<file path="src/rtl/mmu_bus_arbiter.sv">
// mmu_bus_arbiter: two-port arbiter and ADDR/DATA/DONE cycle sequencer for the mmu8722 register bus
module mmu_bus_arbiter #(
  parameter int STARVE_MAX = 4
) (
  input  logic        clk_i,
  input  logic        reset_i_n,
  input  logic        p0_req_i,
  input  logic        p0_rw_i,
  input  logic [15:0] p0_addr_i,
  input  logic [7:0]  p0_wdata_i,
  output logic        p0_ack_o,
  output logic [7:0]  p0_rdata_o,
  input  logic        p1_req_i,
  input  logic        p1_rw_i,
  input  logic [15:0] p1_addr_i,
  input  logic [7:0]  p1_wdata_i,
  output logic        p1_ack_o,
  output logic [7:0]  p1_rdata_o,
  output logic [15:0] mmu_addr_o,
  output logic        mmu_rw_o,
  output logic [7:0]  mmu_d_o,
  output logic        mmu_d_oe_o,
  input  logic [7:0]  mmu_d_i,
  output logic        busy_o,
  output logic        grant_o
);
  localparam logic [1:0] IDLE = 2'd0;
  localparam logic [1:0] ADDR = 2'd1;
  localparam logic [1:0] DATA = 2'd2;
  localparam logic [1:0] DONE = 2'd3;
  logic [1:0]  state;
  logic [3:0]  starve_cnt;
  logic        rw_q;
  logic [15:0] addr_q;
  logic [7:0]  wdata_q;
  logic        any_req, win1, active;
  assign any_req = p0_req_i | p1_req_i;
  assign win1    = p1_req_i & (~p0_req_i | (starve_cnt == 4'(STARVE_MAX)));
  assign active  = (state == ADDR) | (state == DATA);
  // The state encoding is ordered so DONE wraps to IDLE on increment.
  always_ff @(posedge clk_i) begin
    if (!reset_i_n) begin
      state      <= IDLE;
      starve_cnt <= 4'd0;
      grant_o    <= 1'b0;
      rw_q       <= 1'b1;
      addr_q     <= 16'h0000;
      wdata_q    <= 8'h00;
      p0_rdata_o <= 8'h00;
      p1_rdata_o <= 8'h00;
    end else begin
      state <= (state == IDLE && !any_req) ? IDLE : state + 2'd1;
      if (state == IDLE) begin
        starve_cnt <= (!p1_req_i || win1) ? 4'd0 :
                      (p0_req_i && starve_cnt != 4'(STARVE_MAX)) ? starve_cnt + 4'd1 : starve_cnt;
        if (any_req) begin
          grant_o <= win1;
          rw_q    <= win1 ? p1_rw_i : p0_rw_i;
          addr_q  <= win1 ? p1_addr_i : p0_addr_i;
          wdata_q <= win1 ? p1_wdata_i : p0_wdata_i;
        end
      end
      if (state == DATA && rw_q && !grant_o) p0_rdata_o <= mmu_d_i;
      if (state == DATA && rw_q && grant_o) p1_rdata_o <= mmu_d_i;
    end
  end
  assign mmu_addr_o = active ? addr_q : 16'h0000;
  assign mmu_rw_o   = active ? rw_q : 1'b1;
  assign mmu_d_oe_o = active & ~rw_q;
  assign mmu_d_o    = mmu_d_oe_o ? wdata_q : 8'h00;
  assign busy_o     = state != IDLE;
  assign p0_ack_o   = (state == DONE) & ~grant_o;
  assign p1_ack_o   = (state == DONE) & grant_o;
endmodule

</file>
<file path="config.mk">
export PLATFORM = sky130hd
export DESIGN_NAME = mmu_bus_arbiter
export DESIGN_NICKNAME = d
export VERILOG_FILES = /design/src/rtl/mmu_bus_arbiter.sv
export SDC_FILE = /design/constraint.sdc
export NUM_CORES = 1
export LEC_CHECK = 0
export ABC_AREA = 1
export CORE_ASPECT_RATIO = 1.75
export CORE_MARGIN = 2
export CORE_UTILIZATION = 40
export CTS_BUF_LIST = sky130_fd_sc_hd__clkbuf_4
export DETAILED_ROUTE_END_ITERATION = 6
export PLACE_DENSITY = 0.87
export SETUP_SLACK_MARGIN = 0.5
export SYNTH_ARGS = -nofsm -noshare
export SYNTH_HDL_FRONTEND = slang
export SYNTH_SLANG_ARGS = --single-unit
</file>
<file path="constraint.sdc">
create_clock -name clk_i -period 1.31 [get_ports clk_i]
set_input_delay 0.262 -clock clk_i [delete_from_list [all_inputs] [get_ports clk_i]]
set_output_delay 0.262 -clock clk_i [all_outputs]
set_load 0.03 [all_outputs]
</file>
==> results of run 1 <==
-- synthesized netlist by cell type --
library cell	count
clkbuf_1	6
buf_4	3
buf_2	7
ha_1	6
nor2_1	65
dfxtp_1	48
a21oi_1	21
or2_2	1
nand3b_1	1
nand2_2	2
buf_6	1
buf_12	2
nand3_1	43
inv_1	60
o21ai_0	9
nand3_2	18
clkinv_1	3
o21ai_1	1
inv_2	2
nand2_1	89
nor2_4	2
-- kinds of logic after synthesis --
logic type	synth area share [%]
and+or+nand+nor	39.5
DFF	37.1
adders and majority gates	2.90
buffers and inverters	14.5
AOI/OAI and AO/OA	5.99
-- repair_timing --
item	CTS	global route
setup buffers	19	10
pin swaps	28	40
setup endpoints to repair	94	94
cloned	11	0
gates resized for setup	229	79
-- report_power, final --
part	total [mW]	leakage (nW)	switching, mW	internal, mW
logic	2.14	1.94	1.17	0.973
clock network	0.743	0.0361	0.492	0.252
registers	1.69	0.405	0.0858	1.60
-- path summary, 6_finish.rpt --
check,endpoint,slack [ns],cells after the start
hold reg to reg,p1_rdata_o[5],0.51,2
setup reg to reg,wdata_q[1],-0.16,10
hold / removal,p0_rdata_o[6],0.50,3
setup / recovery,mmu_d_o[5],-0.72,8
-- worst max-delay path: cells and delay by family, from the launching register on --
kind | cells | cell delay, ns
simple gates | 2 | 0.28
buf+inv | 5 | 0.44
flops | 1 | 0.37
fa+ha+maj | 1 | 0.28
-- sequential cells by signal (all words and copies together) (netlist names) --
name        count
addr_q         16
starve_cnt      4
p0_rdata_o      8
rw_q            1
wdata_q         8
state           2
grant_o         1
p1_rdata_o      8
-- metrics by stage --
step	utilization [%]	hold slack [ns]	worst slack, ns	power, mW	cell area [sq um]
4_1_cts	77.4	0.478	-0.643	4.27	4820
6_report	82.8	0.500	-0.717	4.57	5160
5_1_grt	82.8	0.506	-0.745	4.74	5160
2_1_floorplan	-	0.397	-0.442	2.59	2840
3_3_place_gp	63.5	0.450	-0.426	3.09	3950
3_5_place_dp	63.5	0.453	-0.468	3.13	3950
-- area by class of cell --
class	instances	area, sq um
inverters	65	284
multi-input cells	263	1980
repair buffers	161	1740
clock buffers	7	52.6
well taps	80	100
flip-flops and latches	48	992
repair inverters	1	8.76
fillers	329	1070
clock inverters	1	5.00
-- routing by layer --
layer  vias up  track usage [%]  part of all wire (%)
met1      1593             26.9                    32
met2       165             54.2                    57
li1       1504                -                     -
met5         -                0                     0
met3        55             5.70                   4.9
met4         0             19.1                   5.4
==> flow_summary.json, run 1 <==
{
  "status": "finished, violations left",
  "failed_checks": "setup timing",
  "vias_per_cell": 5.30,
  "ctsHoldBuffers": 0,
  "cts_tree": "yes",
  "num-nets-final": 613,
  "coreArea_sq_um": 6230,
  "dp.final_hpwl_um": 5740,
  "dieArea_sq_um": 7160,
  "hold_violations": 0,
  "syn_inst": 390,
  "rsz0062_at_grt": "yes",
  "powerDensity_nw_per_um2": 886,
  "setup_tns_ns": -20.63,
  "vias": 3317,
  "ant_nets": 0,
  "wl_per_cell_um": 19.1,
  "antenna_found_initial": 0,
  "setup_slack_ns": -0.717,
  "cts_made_buffers": 5,
  "slew_headroom_pct": 78.5,
  "max_freq_ghz": 0.493,
  "critPathRequiredTime_ns": 1.05,
  "final_common_cell": "clkdlybuf4s50_1",
  "initial_core_util_pct": 41.6,
  "gp_congestion": 0.815,
  "period_minus_slack_ns": 2.03,
  "cpPeakStageDelay_ns": 0.37,
  "cts.sinks": 48,
  "layout_common_cells": "clkdlybuf4s50_1, nand2_1, nand3_2",
  "p_leak_nw": 2.38,
  "drtIter0Drc": 162,
  "hold_path.class": "input port to flip-flop",
  "row_count": 38,
  "synth_area_leaders": "dfxtp_1, nand2_1, nor2_1",
  "yosys.area.top_type": "dfxtp_1",
  "yosysUniqueCellTypes": 21,
  "cp-end-kind": "output port",
  "firstDrtPassIters": 6,
  "grt-ovfl-total": 0,
  "port_buffers": 107,
  "clockBufferDepth": 2,
  "clock_skew_ns": 0.0114,
  "syn_nets": 458,
  "ys_seq_area_share_pct": 37.1,
  "ys_ff_latch": 48,
  "ir_drop_uv": 849,
  "critPathMaxFanout": 8,
  "critical_path.most_common_cell": "nor2_4",
  "grt_pass1_wl_um": 16000,
  "fin_crit_sh_pct": 155,
  "yosysWarningCount": 0,
  "grt_pass1_vias": 3380,
  "die-height_um": 110,
  "slew_viol_final": 0,
  "synthesis.area_sq_um": 2590,
  "syn_avg_cell_area_sq_um": 6.64,
  "cp-start-kind": "flip-flop",
  "ctsRootBufferMaster": "clkbuf_4",
  "cts.reportedPaths.clkPinSlew_ns": 0.14,
  "finalNonFillerCells": 626,
  "die_w_um": 64.8,
  "worstMarginPinSlew_ns": 0.322,
  "hold_path.startpoint": "mmu_d_i[6]",
  "crit_chain": "inv_2 > ha_4 > inv_4 > nor2_4 > clkinv_8 > buf_12 > nor2_4 > buf_6",
  "num_io_pins": 108,
  "h-tree-depth": 2,
  "crit_arrival_ns": 1.76,
  "crit_type": "flip-flop to output port",
  "globalRouteTotalUtil_pct": 29.0,
  "placed_cells": 578,
  "wirelength_um": 11900,
  "syn_to_final_growth_pct": 99.3,
  "worstSkewPairLatency_ns": 0.38,
  "setup_viol": 68,
  "drc_errors": 0,
  "synth_top_area_share_pct": 37.1,
  "grt_max_degree": 28,
  "startpoint": "state[1]",
  "maxCapViolCount": 0,
  "cpMaxStageDelayCell": "dfxtp_2",
  "n_antenna_cell": 0,
  "regToRegStartpoint": "starve_cnt[1]",
  "final_layout_size_suffix_gt1_share_pct": 53.8
}
(Power assumes the default switching activity.)
==> run 2: changes to the inputs <==
--- a/config.mk
+++ b/config.mk
@@ -7,12 +7,12 @@
 export LEC_CHECK = 0
 export ABC_AREA = 1
 export CORE_ASPECT_RATIO = 1.75
-export CORE_MARGIN = 2
 export CORE_UTILIZATION = 40
 export CTS_BUF_LIST = sky130_fd_sc_hd__clkbuf_4
 export DETAILED_ROUTE_END_ITERATION = 6
 export PLACE_DENSITY = 0.87
 export SETUP_SLACK_MARGIN = 0.5
+export SLEW_MARGIN = 20
 export SYNTH_ARGS = -nofsm -noshare
 export SYNTH_HDL_FRONTEND = slang
 export SYNTH_SLANG_ARGS = --single-unit
==> run 2 against run 1 <==
  * Sequential power hardly changed
  * First-iteration DRC count rose by 29%
  * Non-clock buffer count is 7 higher
  * Fmax shrank 1.6%
  * The flow still finishes with violations (setup timing)
  * Sequential cell count is the same
  * Global-route usage up 1.9 points
  * Count of clock-buffer cells in the layout shrank 2
  * Final area up 0.75%
  * Hold slack worse by 0.021 ns
  * Combinational power rose by 6%
  * Critical path depth stayed put
  * Setup slack worse by 0.032 ns
==> flow_summary.json, run 2 (same netlist as run 1, synthesis figures left out) <==
{
  "status": "finished, violations left",
  "failed_checks": "setup timing",
  "p_leak_nw": 2.40,
  "row_count": 38,
  "setup_slack_ns": -0.749,
  "crit_type": "flip-flop to output port",
  "crit_chain": "inv_2 > ha_4 > inv_4 > nor2_4 > clkinv_8 > buf_12 > nor2_4 > buf_6",
  "ctsRootBufferMaster": "clkbuf_4",
  "grt_max_degree": 28,
  "clockBufferDepth": 2,
  "crit_arrival_ns": 1.80,
  "layout_common_cells": "nand2_1, clkdlybuf4s50_1, buf_6, buf_4, inv_1",
  "num_io_pins": 108,
  "hold_violations": 0,
  "rsz0062_at_grt": "yes",
  "clock_skew_ns": 0.0155,
  "max_freq_ghz": 0.486,
  "largest_reg_flops": 16,
  "grt_pass1_wl_um": 16100,
  "die_w_um": 62.8,
  "wl_per_cell_um": 18.9,
  "n_antenna_cell": 0,
  "wirelength_um": 11900,
  "grt-ovfl-total": 0,
  "hold_ws_ns": 0.480,
  "setup_viol": 74,
  "initial_core_util_pct": 41.6,
  "regArea_sq_um": 995,
  "critPathRequiredTime_ns": 1.05,
  "period_minus_slack_ns": 2.06,
  "fin_crit_sh_pct": 157,
  "slew_headroom_pct": 78.8,
  "grt_pass1_vias": 3488,
  "gp_congestion": 0.815,
  "setup_tns_ns": -27.22,
  "hold_path.startpoint": "mmu_d_i[5]",
  "critPathMaxFanout": 8,
  "vias_per_cell": 5.38,
  "cts.sinks": 48,
  "final_layout_size_suffix_gt1_share_pct": 51.4,
  "cts_made_buffers": 5,
  "drtIter0Drc": 209,
  "regToRegStartpoint": "state[1]",
  "cts_tree": "yes",
  "critical_path.most_common_cell": "nor2_4",
  "dieArea_sq_um": 6810,
  "slew_viol_final": 0,
  "n_fill_cell": 321,
  "dp.final_hpwl_um": 5610,
  "cpMaxStageDelayCell": "dfxtp_2",
  "ctsHoldBuffers": 0,
  "regMostFlops": "addr_q",
  "preCtsSetupSlack_ns": -0.447,
  "final_common_cell": "nand2_1",
  "pwr-share-seq_pct": 34.6,
  "cp-end-kind": "output port",
  "powerDensity_nw_per_um2": 951,
  "syn_to_final_growth_pct": 101,
  "worstMarginPinSlew_ns": 0.320,
  "netSwitchingFraction_pct": 37.7,
  "vias": 3392,
  "h-tree-depth": 2,
  "post_dp_cell_area_sq_um": 3960,
  "maxCapViolCount": 0,
  "p_switching_mw": 1.87,
  "multiInputGateArea_sq_um": 1900,
  "port_buffers": 107,
  "p_clk_share_pct": 19.4,
  "drc_errors": 0,
  "firstDrtPassIters": 4,
  "cp-start-kind": "flip-flop",
  "cpPeakStageDelay_ns": 0.38,
  "p_total_mw": 4.94,
  "combPwrFrac_pct": 46.0,
  "hold_path.class": "input port to flip-flop",
  "die-height_um": 108,
  "coreArea_sq_um": 6230,
  "cts.reportedPaths.clkPinSlew_ns": 0.16,
  "num-nets-final": 618,
  "ir_drop_uv": 826,
  "ant_nets": 0,
  "globalRouteTotalUtil_pct": 30.9,
  "final_area_sq_um": 5200,
  "startpoint": "state[1]",
  "internal_power_mw": 3.08,
  "worstSkewPairLatency_ns": 0.40,
  "antenna_found_initial": 0
}
run 2: final timing paths:
kind / slack [ns] / cells after the start / to
worst max-delay path: -0.75 / 8 / mmu_d_o[1]
worst min-delay path: 0.48 / 3 / p0_rdata_o[5]
worst max register to register: -0.32 / 10 / p0_rdata_o[2]
worst min register to register: 0.54 / 2 / state[0]
run 2: stage by stage:
stage	std cells	util (%)
after floorplan	390	-
after global placement	580	63.5
after detailed placement	580	63.5
after CTS	617	77.7
after global routing	631	83.4
final	631	83.4
run 2: layout make-up:
cell class,count,share of cell area (%)
tap,80,1.93
clock buffer,5,0.722
multi-input combinational,260,36.6
clock inverter,3,0.915
timing repair buffer,168,34.7
timing repair inverter,2,0.385
sequential,48,19.1
inverter,65,5.61
run 2: layer usage:
metal / GRT usage, % / routed length, um / vias up
li1: - / - / 1516
met1: 26.8 / 3630 / 1579
met2: 60.6 / 6780 / 223
met3: 5.38 / 724 / 74
met4: 24.4 / 816 / 0
met5: 0 / 0 / -
run 2: worst max-delay path: cells and delay by family, from the launching register on:
| family | cells | cell delay (ns) |
|---|---|---|
| buffers and inverters | 5 | 0.46 |
| DFF | 1 | 0.38 |
| adders and majority gates | 1 | 0.28 |
| and+or+nand+nor | 2 | 0.27 |
run 2: power groups by stage:
stage	Sequential (mW)	Clock (mW)	Combinational, mW
2_1_floorplan	1.74	0	0.852
3_3_place_gp	1.70	0	1.39
3_5_place_dp	1.71	0	1.42
4_1_cts	1.68	0.937	1.93
5_1_grt	1.72	1.01	2.39
6_report	1.71	0.960	2.27
run 2: repair_timing:
action | 4_1_cts | 5_1_grt
resized for setup | 235 | 67
setup endpoints to repair | 94 | 94
pin swaps | 28 | 30
setup buffers | 20 | 14
gates cloned | 9 | 0
==> run 3: changes to the inputs <==
--- a/config.mk
+++ b/config.mk
@@ -6,6 +6,7 @@
 export NUM_CORES = 1
 export LEC_CHECK = 0
 export ABC_AREA = 1
+export CAP_MARGIN = 25
 export CORE_ASPECT_RATIO = 1.75
 export CORE_UTILIZATION = 40
 export CTS_BUF_LIST = sky130_fd_sc_hd__clkbuf_4
==> results of run 3 <==
The final DEF is identical to that of run 2; final timing and power are the same.
